### config.mk
export PLATFORM = sky130hd
export DESIGN_NAME = data_mem_arbiter_flat
export DESIGN_NICKNAME = d
export VERILOG_FILES = /design/src/rtl/data_mem_arbiter_if.sv /design/src/rtl/data_mem_arbiter.sv /design/src/flat_wrapper.sv
export SDC_FILE = /design/constraint.sdc
export NUM_CORES = 1
export LEC_CHECK = 0
export ABC_AREA = 0
export CAP_MARGIN = 5
export CORE_MARGIN = 4
export CORE_UTILIZATION = 37
export CTS_CLUSTER_DIAMETER = 40
export CTS_CLUSTER_SIZE = 10
export DETAILED_ROUTE_END_ITERATION = 8
export PLACE_DENSITY = 0.87
export SKIP_CTS_REPAIR_TIMING = 1
export SKIP_LAST_GASP = 1
export SLEW_MARGIN = 20
export SYNTH_ARGS = -nofsm -noshare
export SYNTH_HDL_FRONTEND = slang
export SYNTH_SLANG_ARGS = --single-unit
### constraint.sdc
create_clock -name clk -period 3.4 [get_ports clk]
set_clock_uncertainty 0.05 [all_clocks]
set_input_delay 0.34 -clock clk [delete_from_list [all_inputs] [get_ports clk]]
set_output_delay 0.34 -clock clk [all_outputs]
set_load 0.02 [all_outputs]
### src/rtl/data_mem_arbiter_if.sv
// Bus bundle between the two memory requesters, the arbiter and the data memory.
// The master side is the environment (requesters plus memory); the slave side is the arbiter.
interface data_mem_arbiter_if #(
    parameter int unsigned DATA_W = 16,
    parameter int unsigned ADDR_W = 16
);
    logic              p0_req;
    logic              p0_we;
    logic [ADDR_W-1:0] p0_addr;
    logic [DATA_W-1:0] p0_wdata;
    logic              p0_gnt;
    logic [DATA_W-1:0] p0_rdata;
    logic              p0_rvalid;

    logic              p1_req;
    logic              p1_we;
    logic [ADDR_W-1:0] p1_addr;
    logic [DATA_W-1:0] p1_wdata;
    logic              p1_lock;
    logic              p1_gnt;
    logic [DATA_W-1:0] p1_rdata;
    logic              p1_rvalid;

    logic              cpu_stall;

    logic [ADDR_W-1:0] mem_A;
    logic [DATA_W-1:0] mem_WD;
    logic              mem_WE;
    logic              mem_RE;
    logic [DATA_W-1:0] mem_RD;

    modport master (
        output p0_req, p0_we, p0_addr, p0_wdata,
        output p1_req, p1_we, p1_addr, p1_wdata, p1_lock,
        output mem_RD,
        input  p0_gnt, p0_rdata, p0_rvalid,
        input  p1_gnt, p1_rdata, p1_rvalid,
        input  cpu_stall,
        input  mem_A, mem_WD, mem_WE, mem_RE
    );

    modport slave (
        input  p0_req, p0_we, p0_addr, p0_wdata,
        input  p1_req, p1_we, p1_addr, p1_wdata, p1_lock,
        input  mem_RD,
        output p0_gnt, p0_rdata, p0_rvalid,
        output p1_gnt, p1_rdata, p1_rvalid,
        output cpu_stall,
        output mem_A, mem_WD, mem_WE, mem_RE
    );
endinterface

### src/rtl/data_mem_arbiter.sv
// Shares the single-ported data memory between the CPU (port 0) and a loader/debug master (port 1).
// Round-robin on ties; port 1 may lock the memory for bursts bounded by MAX_BURST while port 0 waits.
module data_mem_arbiter #(
    parameter int unsigned DATA_W    = 16,
    parameter int unsigned ADDR_W    = 16,
    parameter int unsigned MAX_BURST = 8
) (
    input  logic                clk,
    input  logic                rst,
    data_mem_arbiter_if.slave   bus
);
    localparam int unsigned CNT_W = $clog2(MAX_BURST + 1);

    logic              r_last_p1;
    logic [CNT_W-1:0]  r_burst_cnt;
    logic [DATA_W-1:0] r_p0_rdata;
    logic [DATA_W-1:0] r_p1_rdata;
    logic              r_p0_rvalid;
    logic              r_p1_rvalid;

    logic              w_at_max;
    logic              w_override;
    logic              w_locked;
    logic              w_gnt0;
    logic              w_gnt1;

    // Grant decision; an exhausted burst yields exactly one slot to a waiting port 0
    always_comb begin
        w_gnt0     = 1'b0;
        w_gnt1     = 1'b0;
        w_at_max   = (r_burst_cnt == CNT_W'(MAX_BURST));
        w_override = bus.p1_lock & w_at_max & bus.p0_req;
        w_locked   = bus.p1_lock & ~w_override;
        if (!rst) begin
            if (w_override) begin
                w_gnt0 = 1'b1;
            end else if (w_locked) begin
                w_gnt1 = bus.p1_req;
            end else if (bus.p0_req && bus.p1_req) begin
                w_gnt0 = r_last_p1;
                w_gnt1 = ~r_last_p1;
            end else begin
                w_gnt0 = bus.p0_req;
                w_gnt1 = bus.p1_req;
            end
        end
    end

    assign bus.p0_gnt    = w_gnt0;
    assign bus.p1_gnt    = w_gnt1;
    assign bus.cpu_stall = bus.p0_req & ~w_gnt0;

    assign bus.mem_A  = w_gnt1 ? bus.p1_addr  : bus.p0_addr;
    assign bus.mem_WD = w_gnt1 ? bus.p1_wdata : bus.p0_wdata;
    assign bus.mem_WE = (w_gnt0 & bus.p0_we) | (w_gnt1 & bus.p1_we);
    assign bus.mem_RE = (w_gnt0 & ~bus.p0_we) | (w_gnt1 & ~bus.p1_we);

    assign bus.p0_rdata  = r_p0_rdata;
    assign bus.p1_rdata  = r_p1_rdata;
    assign bus.p0_rvalid = r_p0_rvalid;
    assign bus.p1_rvalid = r_p1_rvalid;

    always_ff @(posedge clk) begin
        if (rst) begin
            r_last_p1   <= 1'b1;
            r_burst_cnt <= '0;
            r_p0_rdata  <= '0;
            r_p1_rdata  <= '0;
            r_p0_rvalid <= 1'b0;
            r_p1_rvalid <= 1'b0;
        end else begin
            if (w_gnt0) begin
                r_last_p1 <= 1'b0;
            end else if (w_gnt1) begin
                r_last_p1 <= 1'b1;
            end

            // Burst length only counts while the lock is asserted
            if (!bus.p1_lock || w_gnt0) begin
                r_burst_cnt <= '0;
            end else if (w_gnt1 && !w_at_max) begin
                r_burst_cnt <= r_burst_cnt + CNT_W'(1);
            end

            r_p0_rvalid <= w_gnt0 & ~bus.p0_we;
            r_p1_rvalid <= w_gnt1 & ~bus.p1_we;
            if (w_gnt0 && !bus.p0_we) begin
                r_p0_rdata <= bus.mem_RD;
            end
            if (w_gnt1 && !bus.p1_we) begin
                r_p1_rdata <= bus.mem_RD;
            end
        end
    end
endmodule

### src/flat_wrapper.sv
// flat-port wrapper written by rule: the top's interface ports become plain ports
module data_mem_arbiter_flat 
#(
    parameter int unsigned DATA_W    = 16,
    parameter int unsigned ADDR_W    = 16,
    parameter int unsigned MAX_BURST = 8
)
  (clk, rst, bus_p0_req, bus_p0_we, bus_p0_addr, bus_p0_wdata, bus_p1_req, bus_p1_we, bus_p1_addr, bus_p1_wdata, bus_p1_lock, bus_mem_RD, bus_p0_gnt, bus_p0_rdata, bus_p0_rvalid, bus_p1_gnt, bus_p1_rdata, bus_p1_rvalid, bus_cpu_stall, bus_mem_A, bus_mem_WD, bus_mem_WE, bus_mem_RE);
  data_mem_arbiter_if #(.DATA_W(DATA_W), .ADDR_W(ADDR_W)) bus_i ();
  input  logic clk;
  input  logic rst;
  input wire logic [$bits(bus_i.p0_req)-1:0] bus_p0_req;
  input wire logic [$bits(bus_i.p0_we)-1:0] bus_p0_we;
  input wire logic [$bits(bus_i.p0_addr)-1:0] bus_p0_addr;
  input wire logic [$bits(bus_i.p0_wdata)-1:0] bus_p0_wdata;
  input wire logic [$bits(bus_i.p1_req)-1:0] bus_p1_req;
  input wire logic [$bits(bus_i.p1_we)-1:0] bus_p1_we;
  input wire logic [$bits(bus_i.p1_addr)-1:0] bus_p1_addr;
  input wire logic [$bits(bus_i.p1_wdata)-1:0] bus_p1_wdata;
  input wire logic [$bits(bus_i.p1_lock)-1:0] bus_p1_lock;
  input wire logic [$bits(bus_i.mem_RD)-1:0] bus_mem_RD;
  output wire logic [$bits(bus_i.p0_gnt)-1:0] bus_p0_gnt;
  output wire logic [$bits(bus_i.p0_rdata)-1:0] bus_p0_rdata;
  output wire logic [$bits(bus_i.p0_rvalid)-1:0] bus_p0_rvalid;
  output wire logic [$bits(bus_i.p1_gnt)-1:0] bus_p1_gnt;
  output wire logic [$bits(bus_i.p1_rdata)-1:0] bus_p1_rdata;
  output wire logic [$bits(bus_i.p1_rvalid)-1:0] bus_p1_rvalid;
  output wire logic [$bits(bus_i.cpu_stall)-1:0] bus_cpu_stall;
  output wire logic [$bits(bus_i.mem_A)-1:0] bus_mem_A;
  output wire logic [$bits(bus_i.mem_WD)-1:0] bus_mem_WD;
  output wire logic [$bits(bus_i.mem_WE)-1:0] bus_mem_WE;
  output wire logic [$bits(bus_i.mem_RE)-1:0] bus_mem_RE;
  assign bus_i.p0_req = bus_p0_req;
  assign bus_i.p0_we = bus_p0_we;
  assign bus_i.p0_addr = bus_p0_addr;
  assign bus_i.p0_wdata = bus_p0_wdata;
  assign bus_i.p1_req = bus_p1_req;
  assign bus_i.p1_we = bus_p1_we;
  assign bus_i.p1_addr = bus_p1_addr;
  assign bus_i.p1_wdata = bus_p1_wdata;
  assign bus_i.p1_lock = bus_p1_lock;
  assign bus_i.mem_RD = bus_mem_RD;
  assign bus_p0_gnt = bus_i.p0_gnt;
  assign bus_p0_rdata = bus_i.p0_rdata;
  assign bus_p0_rvalid = bus_i.p0_rvalid;
  assign bus_p1_gnt = bus_i.p1_gnt;
  assign bus_p1_rdata = bus_i.p1_rdata;
  assign bus_p1_rvalid = bus_i.p1_rvalid;
  assign bus_cpu_stall = bus_i.cpu_stall;
  assign bus_mem_A = bus_i.mem_A;
  assign bus_mem_WD = bus_i.mem_WD;
  assign bus_mem_WE = bus_i.mem_WE;
  assign bus_mem_RE = bus_i.mem_RE;
  data_mem_arbiter #(.DATA_W(DATA_W), .ADDR_W(ADDR_W), .MAX_BURST(MAX_BURST)) u_core (.clk(clk), .rst(rst), .bus(bus_i));
endmodule
# ---- Yosys cells after proc, flatten, opt, wreduce, memory -nomap -nowiden
# Index checks and enable logic that the tools add are counted.
dict set report classes {
  n_reduce_logical 11
  n_eq_ne 1
  bitwise_logic 15
  addsub 1
  muxes 12
}
# op n
set ops {}
lappend ops {{two-way mux 16 bit} 2}
lappend ops {{two-way mux 1 bit} 10}
lappend ops {{AND 1 bit} 8}
lappend ops {{NOT 1 bit} 5}
lappend ops {{adder 4 x 1 -> 4 bit (second input constant)} 1}
lappend ops {{equality test 4 bit (second input constant)} 1}
lappend ops {{logical AND 1 bit} 4}
lappend ops {{zero test 1 bit} 4}
lappend ops {{bitwise OR 1 bit} 2}
lappend ops {{nonzero test 2 bit} 1}
lappend ops {{OR reduction 2 bit} 1}
lappend ops {{logical OR 1 bit} 1}
dict set report word_totals {
  reg_bits 39
}

# ---- Logic depth before layout (Yosys ltp)
# Gate-level depths: netlist of the first run.
dict set report logic_depth {
  word_depth 10
  ltp_mapped 7
  ltp_nobuf 5
}

# ---- Least setup slack after synthesis of the first run
# OpenSTA, ideal clock, no wires.
dict set report synth_path {
  path_type {register to output}
  startpoint {reg u_core.r_burst_cnt[0]}
  endpoint {out bus_mem_A[10]}
  arrival_time_ps 1963
  n_path_buf 1
  setup_slack_ps 1047
  path_stages_with_launch 7
  required_ps 3010
  cell_sequence {dfxtp_1 -> inv_1 -> ha_1 -> and4b_2 -> a211oi_4 -> buf_2 -> mux2_2}
}
dict set report synth_between {
  elab_chain_cells 9
}
# element line_no
set synth_rtl {}
lappend synth_rtl {{start, declared} data_mem_arbiter.sv:15} ;# logic [CNT_W-1:0] r_burst_cnt;
lappend synth_rtl {{start signal, assigned} data_mem_arbiter.sv:82} ;# r_burst_cnt <= r_burst_cnt + CNT_W'(1);
lappend synth_rtl {{equality test 4 bit *} data_mem_arbiter.sv:31} ;# w_at_max = (r_burst_cnt == CNT_W'(MAX_BURST));
lappend synth_rtl {{AND 1 bit * (2 in series)} data_mem_arbiter.sv:32} ;# w_override = bus.p1_lock & w_at_max & bus.p0_req;
lappend synth_rtl {{NOT 1 bit} data_mem_arbiter.sv:33} ;# w_locked = bus.p1_lock & ~w_override;
lappend synth_rtl {{AND 1 bit} data_mem_arbiter.sv:33}
lappend synth_rtl {{two-way mux 1 bit} data_mem_arbiter.sv:37} ;# end else if (w_locked) begin
lappend synth_rtl {{two-way mux 1 bit *} data_mem_arbiter.sv:35} ;# if (w_override) begin
lappend synth_rtl {{two-way mux 1 bit *} data_mem_arbiter.sv:34} ;# if (!rst) begin
lappend synth_rtl {{net bus_p1_gnt} flat_wrapper.sv:25} ;# output wire logic [$bits(bus_i.p1_gnt)-1:0] bus_p1_gnt;
lappend synth_rtl {{two-way mux 16 bit *} data_mem_arbiter.sv:53} ;# assign bus.mem_A = w_gnt1 ? bus.p1_addr : bus.p0_addr;
lappend synth_rtl {{end, declared} flat_wrapper.sv:29} ;# output wire logic [$bits(bus_i.mem_A)-1:0] bus_mem_A;
# Mark *: on every way through the listed nets, which the timed path passes. The rest lies on a longest branch.

# ---- Worst setup path after layout of the first run
dict set report layout_path {
  startpoint {reg u_core.r_burst_cnt[0]}
  endpoint {out bus_mem_WD[12]}
}
dict set report layout_between {
  elab_chain_cells 9
}
# element line_no
set layout_rtl {}
lappend layout_rtl {{equality test 4 bit *} data_mem_arbiter.sv:31}
lappend layout_rtl {{AND 1 bit * (2 in series)} data_mem_arbiter.sv:32}
lappend layout_rtl {{NOT 1 bit} data_mem_arbiter.sv:33}
lappend layout_rtl {{AND 1 bit} data_mem_arbiter.sv:33}
lappend layout_rtl {{two-way mux 1 bit} data_mem_arbiter.sv:37}
lappend layout_rtl {{two-way mux 1 bit *} data_mem_arbiter.sv:35}
lappend layout_rtl {{two-way mux 1 bit *} data_mem_arbiter.sv:34}
lappend layout_rtl {{two-way mux 16 bit *} data_mem_arbiter.sv:54} ;# assign bus.mem_WD = w_gnt1 ? bus.p1_wdata : bus.p0_wdata;
lappend layout_rtl {{end, declared} flat_wrapper.sv:30} ;# output wire logic [$bits(bus_i.mem_WD)-1:0] bus_mem_WD;
# Every way passes the cells marked *; elsewhere a longest branch is shown, timed or not.

==> metrics.md, run 1 <==
| Metric | Value |
|---|---|
| Run status | complete, no violations |
| RR Startpoint | u_core.r_burst_cnt[0] |
| YS warnings | 0 |
| Hold Startpoint | u_core.bus.p1_rdata[2] |
| Worst Path Max Fanout | 18 |
| CTS tree | built |
| Final wirelength | 7180 um |
| Max-slew violation count | 0 |
| Cells after DPL | 420 |
| Leakage | 1.54 nW |
| Mux share of post-synthesis cell area | 34.1% |
| Most common library cell in the layout ignoring fill and taps | clkdlybuf4s50_1 |
| Vias in the first global route | 2221 |
| Tcrit/Tclk final | about 91% |
| Setup CP Type | reg2out |
| Unrepaired setup endpoints after global routing | no |
| Final setup viols | 0 |
| Ports | between 150 and 200 |
| Simple-gate share of the synthesized area | 16.0% |
| Post-Synth Adder-Cell Area | 1.16% |
| GRT Total Usage | 19.7% |
| Post-synthesis net count | between 200 and 300 |
| Total grt overflow | 0 |
| Netlist area before placement | 2160 um2 |
| Antenna-violating nets left | 0 |
| Share of cells above drive strength 1 | 13.8% |
| Clk_lat worst skew | 290 ps |
| Initial antenna violation count | 0 |
| PD cells | 306 nW/um2 |
| Synth unique cells | 33 |
| Layout fillers | 451 |
| Syn avg cell area | 11.0 um2 |
| Post-Syn Instances | 197 |
| Max Fclk | between 300 and 400 MHz |
| Die area | just over 7000 um2 |
| Area delta synth->final | 78.7% |
| Hold Path Class | reg2reg |
| Via count | just over 2000 |
| Worst Path Required | 3010 ps |
| Largest family of logic cells by synthesized area | multiplexers |
| Synthesis-stage register bit count | 39 |
| DIE HEIGHT | 84.5 um |
| Router iterations before antenna repair | 4 |
| Die width | 84.5 um |
| Routed wire per std cell | 16.8 um |
| N_diodes | 0 |
| Max Cap Violations | 0 |
| Clock root buffer | clkbuf_8 |
| Largest net degree at the start of global routing | 40 |
| Slew @ Worst Pin | between 600 and 700 ps |
| GPL Wtd Cong | 0.884 |
| Slew headroom | approximately 60% |
| Hpwl dp | 5790 um |
| Hold Vio Cnt, Final | 0 |
| Area fraction in compound gates after synthesis | 6.07% |
| Number of remaining DRC errors | 0 |
| Final #Nets | ~440 |
| Commonest non-fill, non-tap cells in the layout | clkdlybuf4s50_1 (157), dfxtp_1 (39), mux2_2 (25), nand2b_1 (23), mux2i_1 (22) |
| DR vias/cell | approximately 4.8 |
| Global-route wire length before repair | 11400 um |
| Iteration-0 DRC Markers | 115 |
| # rows | 27 |
| Core area | 5570 um2 |
| Seq/Total Area, Yosys | a little over a third |
| CP startpoint kind | flip-flop |
| Initial core utilization | 38.8% |
| Critical Path Source | u_core.r_burst_cnt[0] |
| Sum Neg Setup Slack | 0 ps |
| Final min period | 3090 ps |
| Port Buf Inserts | roughly 160 |
| CTS sink cnt | 39 |
| Finished Layout Cells | ~430 |
| H-Tree Depth | 2 |
| VDD IR-drop max | about 0.34 mV |
| Worst Path Arrival | 2700 ps |
| CTS max path bufs | 2 |
| Post-Synth XOR/XNOR Area | 0% |
| Clock slew at reported path FFs | ~70 ps |
| Nature of the critical path endpoint | output port |
| CTS buffer count | 5 |
-- per-layer routing --
metal / share of wire, % / track usage (%)
met5: 0 / 0
met3: 11 / 7.56
met2: 51 / 36.7
met1: 38 / 20.8
met4: 1.0 / 4.75
-- critical path: stages (launching register included) --
cell and delay (ps):
dfxtp_1 370, inv_1 70, ha_1 240, and4b_2 260, a211oi_4 250, buf_4 290
mux2_1 350, clkdlybuf4s50_1 570
-- synth_stat cells --
cell	instances	area share [%]
buf_2	3	0.69
o32a_1	1	0.46
mux2_1	13	6.8
clkbuf_1	4	0.69
a2111oi_4	1	1.3
a22o_1	1	0.40
nand2b_1	23	6.6
buf_6	4	2.1
nor3b_1	1	0.35
or3_1	1	0.29
a21oi_1	3	0.69
and4b_2	1	0.52
a211oi_1	1	0.35
mux2_2	25	13
a211oi_4	1	0.92
dfxtp_1	39	36
o31a_1	1	0.40
a2111o_1	1	0.52
nor2_1	1	0.17
nand3b_4	1	0.92
mux2_4	6	4.2
ha_1	2	1.2
nor2b_1	13	3.8
mux2i_1	22	10
nand3_1	1	0.23
inv_1	14	2.4
o31ai_1	3	1.0
nand3b_1	2	0.69
and3b_2	1	0.46
buf_8	1	0.69
nand4_1	3	0.87
and3b_1	1	0.40
or4_1	2	0.69
-- cells by family (layout without fill, tap and decap cells) --
| logic type | Yosys count | after routing |
|---|---|---|
| simple gates | 51 | 51 |
| fa+ha+maj | 2 | 2 |
| flops | 39 | 39 |
| buf+inv | 26 | 184 |
| mux | 66 | 66 |
| compound gates | 13 | 13 |
-- worst paths after layout --
| kind | slack [ps] | cells past startpoint | end |
|---|---|---|---|
| worst max-delay path | 310 | 7 | bus_mem_WD[12] |
| worst min-delay path | 430 | 2 | u_core.bus.p1_rdata[2] |
| worst max register to register | 1260 | 6 | u_core.bus.p1_rdata[12] |
| worst min register to register | 430 | 2 | u_core.bus.p1_rdata[2] |
-- flip-flops by register name, indices dropped and copies added, names as in the netlist --
register / cells
u_core.bus.p1_rvalid: 1
u_core.bus.p0_rvalid: 1
u_core.r_last_p1: 1
u_core.r_burst_cnt: 4
u_core.bus.p1_rdata: 16
u_core.bus.p0_rdata: 16
-- final cells by class --
class	count	area (um2)	area share [%]
Timing Repair Buffer	163	1620	41.8
Multi-Input combinational cell	132	1240	32.1
Sequential cell	39	781	20.2
Tap cell	72	90.1	2.33
Clock buffer	6	82.6	2.13
Inverter	14	52.6	1.36
Clock inverter	1	5.00	0.129
-- report_power, final --
group / leakage [nW] / switching [W] / internal, W / total [W]
logic: 1.17 / 0.000154 / 0.000228 / 0.000382
clock network: 0.0470 / 0.000156 / 0.000159 / 0.000315
registers: 0.318 / 0.00000973 / 0.000476 / 0.000485
-- through the flow --
step	instance area (um2)	worst slack [ps]	hold WS (ps)	power [W]	util (%)
global route	3870	198	462	0.00124	69.4
CTS	3870	293	432	0.00120	69.4
detailed placement	3780	427	418	0.000879	67.8
global placement	3780	493	408	0.000875	67.8
floorplan	2160	1050	415	0.000663	-
finish	3870	308	429	0.00118	69.4
No activity file was read; power rests on OpenSTA's default activity.
==> run 2: changes to the inputs <==
--- a/config.mk
+++ b/config.mk
@@ -7,7 +7,6 @@
 export LEC_CHECK = 0
 export ABC_AREA = 0
 export CAP_MARGIN = 5
-export CORE_MARGIN = 4
 export CORE_UTILIZATION = 37
 export CTS_CLUSTER_DIAMETER = 40
 export CTS_CLUSTER_SIZE = 10
==> run 2 against run 1 <==
  * Fmax is 0.35% higher
  * First-iteration DRC count is 48% lower
  * Critical path depth stayed put
  * Highest routed layer unchanged
  * Flip-flop and latch count stayed put
  * Total power is 2.1% higher
  * Register-to-register slack hardly changed
  * Via count is 1.4% higher
==> metrics.md, run 2 (synthesis gave the netlist of run 1 again) <==
| Metric | Value |
|---|---|
| VDD IR-drop max | 0.300 mV (-12%) |
| GRT Total Usage | 21.6% (+1.9 points) |
| RR Startpoint | u_core.r_burst_cnt[0] |
| Tcrit/Tclk final | 90.6% (-0.32 points) |
| Max Fclk | 325 MHz (+0.35%) |
| CP startpoint kind | flip-flop |
| DR vias/cell | 4.90 (+1.2%) |
| Final #Nets | 443 (-0.23%) |
| Setup Slack @ Placement | 442 ps (+14.9 ps) |
| Worst Path Arrival | 2690 ps (about the same) |
| Number of remaining DRC errors | 0 (unchanged) |
| Worst Path Max Fanout | 34 (+16) |
| Unrepaired setup endpoints after global routing | no |
| Hold WS | 425 ps (-3.97 ps) |
| Vias in the first global route | 2097 (-5.6%) |
| Clk_lat worst skew | 280 ps (about the same) |
| Port Buf Inserts | 157 (unchanged) |
| Nature of the critical path endpoint | output port |
| Final worst setup slack | 319 ps (+10.9 ps) |
| Slew headroom | 62.9% (+3.9 points) |
| Sum Neg Setup Slack | 0 ps (unchanged) |
| PD cells | 311 nW/um2 (+1.6%) |
| CTS buffer count | 5 (unchanged) |
| Layout fillers | 447 (-0.89%) |
| Core area | 5570 um2 (unchanged) |
| Max Cap Violations | 0 (unchanged) |
| Most common library cell in the layout ignoring fill and taps | clkdlybuf4s50_1 |
| Critical Path Source | u_core.r_burst_cnt[0] |
| GPL Wtd Cong | 0.850 (-3.8%) |
| Hold Path Class | reg2reg |
| Iteration-0 DRC Markers | 60 (-48%) |
| CTS sink cnt | 39 (unchanged) |
| Run status | complete, no violations |
| Ports | 158 (unchanged) |
| Clock root buffer | clkbuf_8 |
| Final setup viols | 0 (unchanged) |
| CTS max path bufs | 2 (unchanged) |
| Via count | 2096 (+1.4%) |
| Hold Vio Cnt, Final | 0 (unchanged) |
| CTS tree | built |
| Worst Path Required | 3010 ps (about the same) |
| Router iterations before antenna repair | 4 (unchanged) |
| Antenna-violating nets left | 0 (unchanged) |
| Initial antenna violation count | 1 (+1) |
| Die width | 78.5 um (-7.1%) |
| H-Tree Depth | 2 (unchanged) |
| Clock slew at reported path FFs | 70 ps (about the same) |
| Die area | 6160 um2 (-14%) |
| Slew @ Worst Pin | 555 ps (-58.6 ps) |
| Final wirelength | 6790 um (-5.4%) |
| Area delta synth->final | 79.7% |
| Setup CP Type | reg2out |
| Max-slew violation count | 0 (unchanged) |
| Routed wire per std cell | 15.9 um (-5.6%) |
| # rows | 27 (unchanged) |
| Hold Startpoint | u_core.bus.p0_rdata[5] |
| Share of cells above drive strength 1 | 13.5% (-0.28 points) |
| Total grt overflow | 0 (unchanged) |
| Hpwl dp | 5380 um (-7.1%) |
| Final min period | 3080 ps (-10.9 ps) |
| Largest net degree at the start of global routing | 40 (unchanged) |
| Initial core utilization | 38.8% (unchanged) |
| DIE HEIGHT | 78.5 um (-7.1%) |
| Commonest non-fill, non-tap cells in the layout | clkdlybuf4s50_1 (157), dfxtp_1 (39), mux2_2 (25), nand2b_1 (23), mux2i_1 (22) |
| Global-route wire length before repair | 10400 um (-8.8%) |
| Leakage | 1.54 nW (+0.18%) |
==> run 2: layer usage <==
metal	routed length [um]	track usage, %
met4	162	7.22
met2	3390	37.6
met3	649	7.44
met1	2590	24.4
met5	0	0
==> run 2: area by class of cell <==
type / instances / area [um2] / area share, %
diodes: 1 / 2.50 / 0.0644
inverters: 14 / 52.6 / 1.35
multi-input cells: 132 / 1240 / 31.9
well taps: 72 / 90.1 / 2.32
clock buffers: 8 / 100 / 2.57
repair buffers: 162 / 1620 / 41.7
flip-flops and latches: 39 / 781 / 20.1
==> run 2: worst max-delay path, stage by stage, from the launching register on <==
cell and delay [ps]:
dfxtp_1 380, inv_1 80, ha_1 250, and4b_2 260, a211oi_4 280, buf_12 240
mux2_2 360, clkdlybuf4s50_1 550
==> run 2: where the power goes <==
part           internal [W]  switching (W)  total (W)
combinational      0.000229       0.000154   0.000383
sequential         0.000476      0.0000103   0.000486
clock              0.000185       0.000153   0.000338
total              0.000890       0.000317    0.00121
==> run 2: final timing paths <==
path | to | slack [ps] | depth (start not counted)
hold / removal | u_core.bus.p0_rdata[5] | 430 | 2
setup / recovery | bus_mem_WD[6] | 320 | 7
setup reg to reg | u_core.bus.p1_rdata[14] | 1260 | 6
hold reg to reg | u_core.bus.p0_rdata[5] | 430 | 2
==> run 2: through the flow <==
step / total power [W] / util (%) / cells / instance area (um2)
after CTS: 0.00122 / 69.7 / 427 / 3890
after global routing: 0.00126 / 69.8 / 428 / 3890
after floorplan: 0.000663 / - / 197 / 2160
after global placement: 0.000874 / 67.9 / 419 / 3790
after detailed placement: 0.000880 / 67.9 / 419 / 3790
final: 0.00121 / 69.8 / 428 / 3890
==> run 3: changes to the inputs <==
--- a/config.mk
+++ b/config.mk
@@ -11,6 +11,7 @@
 export CTS_CLUSTER_DIAMETER = 40
 export CTS_CLUSTER_SIZE = 10
 export DETAILED_ROUTE_END_ITERATION = 8
+export GPL_TIMING_DRIVEN = 0
 export PLACE_DENSITY = 0.87
 export SKIP_CTS_REPAIR_TIMING = 1
 export SKIP_LAST_GASP = 1
==> run 3 against run 2 <==
  * Utilization is 0.38 points higher
  * Wire length is 3.9% higher
  * Global-route usage is 0.61 points higher
  * Clock-buffer cell count is 3 lower
  * Fmax is 5.5% lower
  * Register-to-register slack worse by 130 ps
  * Total power is 2.2% lower
  * Critical endpoint is now bus_mem_A[6]
  * Highest routed layer unchanged
==> metrics.md, run 3 (synthesis gave the netlist of run 1 again) <==
| Metric | Value |
|---|---|
| Iteration-0 DRC Markers | 38 (-37%) |
| Commonest non-fill, non-tap cells in the layout | clkdlybuf4s50_1 (156), dfxtp_1 (39), mux2_2 (25), nand2b_1 (23), mux2i_1 (22) |
| Ports | 158 (unchanged) |
| Die area | 6160 um2 (unchanged) |
| Total grt overflow | 0 (unchanged) |
| Clk_lat worst skew | 280 ps (about the same) |
| Max Cap Violations | 0 (unchanged) |
| Hpwl dp | 5730 um (+6.6%) |
| Finished Core Util | 70.1% (+0.38 points) |
| GPL Wtd Cong | 0.890 (+4.7%) |
| Die width | 78.5 um (unchanged) |
| Final min period | 3260 ps (+180 ps) |
| Global-route wire length before repair | 10600 um (+2.4%) |
| GRT Total Usage | 22.2% (+0.61 points) |
| Most common library cell in the layout ignoring fill and taps | clkdlybuf4s50_1 |
| Hold Vio Cnt, Final | 0 (unchanged) |
| Final wirelength | 7060 um (+3.9%) |
| Worst R2R End | u_core.bus.p0_rdata[1] |
| Setup CP Type | reg2out |
| Hold Startpoint | bus_p1_lock |
| Slew @ Worst Pin | 974 ps (+420 ps) |
| Antenna-violating nets left | 0 (unchanged) |
| Unrepaired setup endpoints after global routing | no |
| Clock slew at reported path FFs | 80 ps (about the same) |
| Sum Neg Setup Slack | 0 ps (unchanged) |
| Flop-to-flop setup slack | 1130 ps (-130 ps) |
| DIE HEIGHT | 78.5 um (unchanged) |
| Initial antenna violation count | 0 (-1) |
| Router iterations before antenna repair | 4 (unchanged) |
| Leakage | 1.55 nW (+0.48%) |
| CTS buffer count | 5 (unchanged) |
| Vias in the first global route | 2082 (-0.72%) |
| CTS sink cnt | 39 (unchanged) |
| Core area | 5570 um2 (unchanged) |
| Routed wire per std cell | 16.3 um (+2.7%) |
| Largest net degree at the start of global routing | 14 (-65%) |
| Final setup viols | 0 (unchanged) |
| DR vias/cell | 4.79 (-2.3%) |
| VDD IR-drop max | 0.280 mV (-6.6%) |
| WHS Endpoint | u_core.r_burst_cnt[2] |
| Initial core utilization | 38.8% (unchanged) |
| Area delta synth->final | 80.6% |
| H-Tree Depth | 2 (unchanged) |
| CTS tree | built |
| Share of cells above drive strength 1 | 14.4% (+0.88 points) |
| Hold Path Depth | 3 (+1) |
| N_diodes | 0 (-1) |
| Worst Path Max Fanout | 10 (-71%) |
| Max Fclk | 307 MHz (-5.5%) |
| RR Startpoint | u_core.r_burst_cnt[0] |
| PD cells | 302 nW/um2 (-2.7%) |
| Tcrit/Tclk final | 95.9% (+5.3 points) |
| # rows | 27 (unchanged) |
| CTS max path bufs | 2 (unchanged) |
| Run status | complete, no violations |
| Via count | 2072 (-1.1%) |
| Layout fillers | 447 (unchanged) |
| Worst Path Required | 3010 ps (about the same) |
| Hold Path Class | in2reg |
| Worst Path Arrival | 2870 ps (+180 ps) |
| Port Buf Inserts | 156 (-0.64%) |
| Nature of the critical path endpoint | output port |
| Clock root buffer | clkbuf_8 |
| Max-slew violation count | 0 (unchanged) |
| Number of remaining DRC errors | 0 (unchanged) |
| CP startpoint kind | flip-flop |
| Worst r2r path cells | 6 (unchanged) |
| Final #Nets | 449 (+1.4%) |
| Slew headroom | 35.0% (-28 points) |
| Critical Path Source | u_core.r_burst_cnt[0] |
## run 3: changes by cell type in the layout (fill, tap and decap cells not counted), sizes merged
cell,change
clkbuf,+3
clkinvlp,+2
buf,+1
clkdlybuf4s50,-1
clkinv,+1
diode,-1
## run 3: report_power, final
part | leakage, nW | internal (W) | total [W] | switching [W]
logic | 1.19 | 0.000231 | 0.000386 | 0.000154
clock network | 0.0402 | 0.000143 | 0.000309 | 0.000167
registers | 0.318 | 0.000476 | 0.000486 | 0.0000103
## run 3: worst max-delay path: stages, from the launching register on
cell and delay (ps):
dfxtp_1 400, inv_1 80, ha_1 240, and4b_2 270
a211oi_4 370, clkbuf_4 310, mux2_2 360, clkdlybuf4s50_1 560
## run 3: through the flow
stage                     total power (W)  hold slack (ps)  cells  setup slack, ps  cell area [um2]
after floorplan                  0.000663              415    197             1050             2160
after global placement           0.000876              406    425              217             3820
after detailed placement         0.000882              413    425              228             3820
after CTS                         0.00119              340    433             70.0             3910
after global routing              0.00123              361    433             7.23             3910
final                             0.00118              339    433              139             3910
## run 3: routing by layer
layer | wire, um | part of all wire, % | track usage [%] | up-vias
met2 | 3680 | 52 | 43.2 | 99
met5 | 0 | 0 | 0 | -
met4 | 64 | 0.91 | 4.63 | 0
met1 | 2710 | 38 | 22.9 | 956
met3 | 595 | 8.4 | 6.98 | 8
li1 | - | - | - | 1009
## run 3: worst max-delay path by stage
stage	endpoint	slack, ps	depth (start not counted)
after floorplan	bus_mem_A[10]	1050	6
after global placement	bus_mem_A[6]	220	6
after detailed placement	bus_mem_A[6]	230	6
after CTS	bus_mem_A[6]	70	7
after global routing	bus_mem_A[6]	7	7
final	bus_mem_A[6]	140	7
## run 3: cell type report
| cell class | instances | area (um2) | share of cell area [%] |
|---|---|---|---|
| Multi-Input combinational cell | 132 | 1240 | 31.7 |
| Timing Repair Buffer | 156 | 1560 | 39.9 |
| Sequential cell | 39 | 781 | 20.0 |
| Buffer | 12 | 95.1 | 2.43 |
| Clock inverter | 3 | 20.0 | 0.512 |
| Tap cell | 72 | 90.1 | 2.30 |
| Clock buffer | 5 | 68.8 | 1.76 |
| Inverter | 14 | 52.6 | 1.34 |
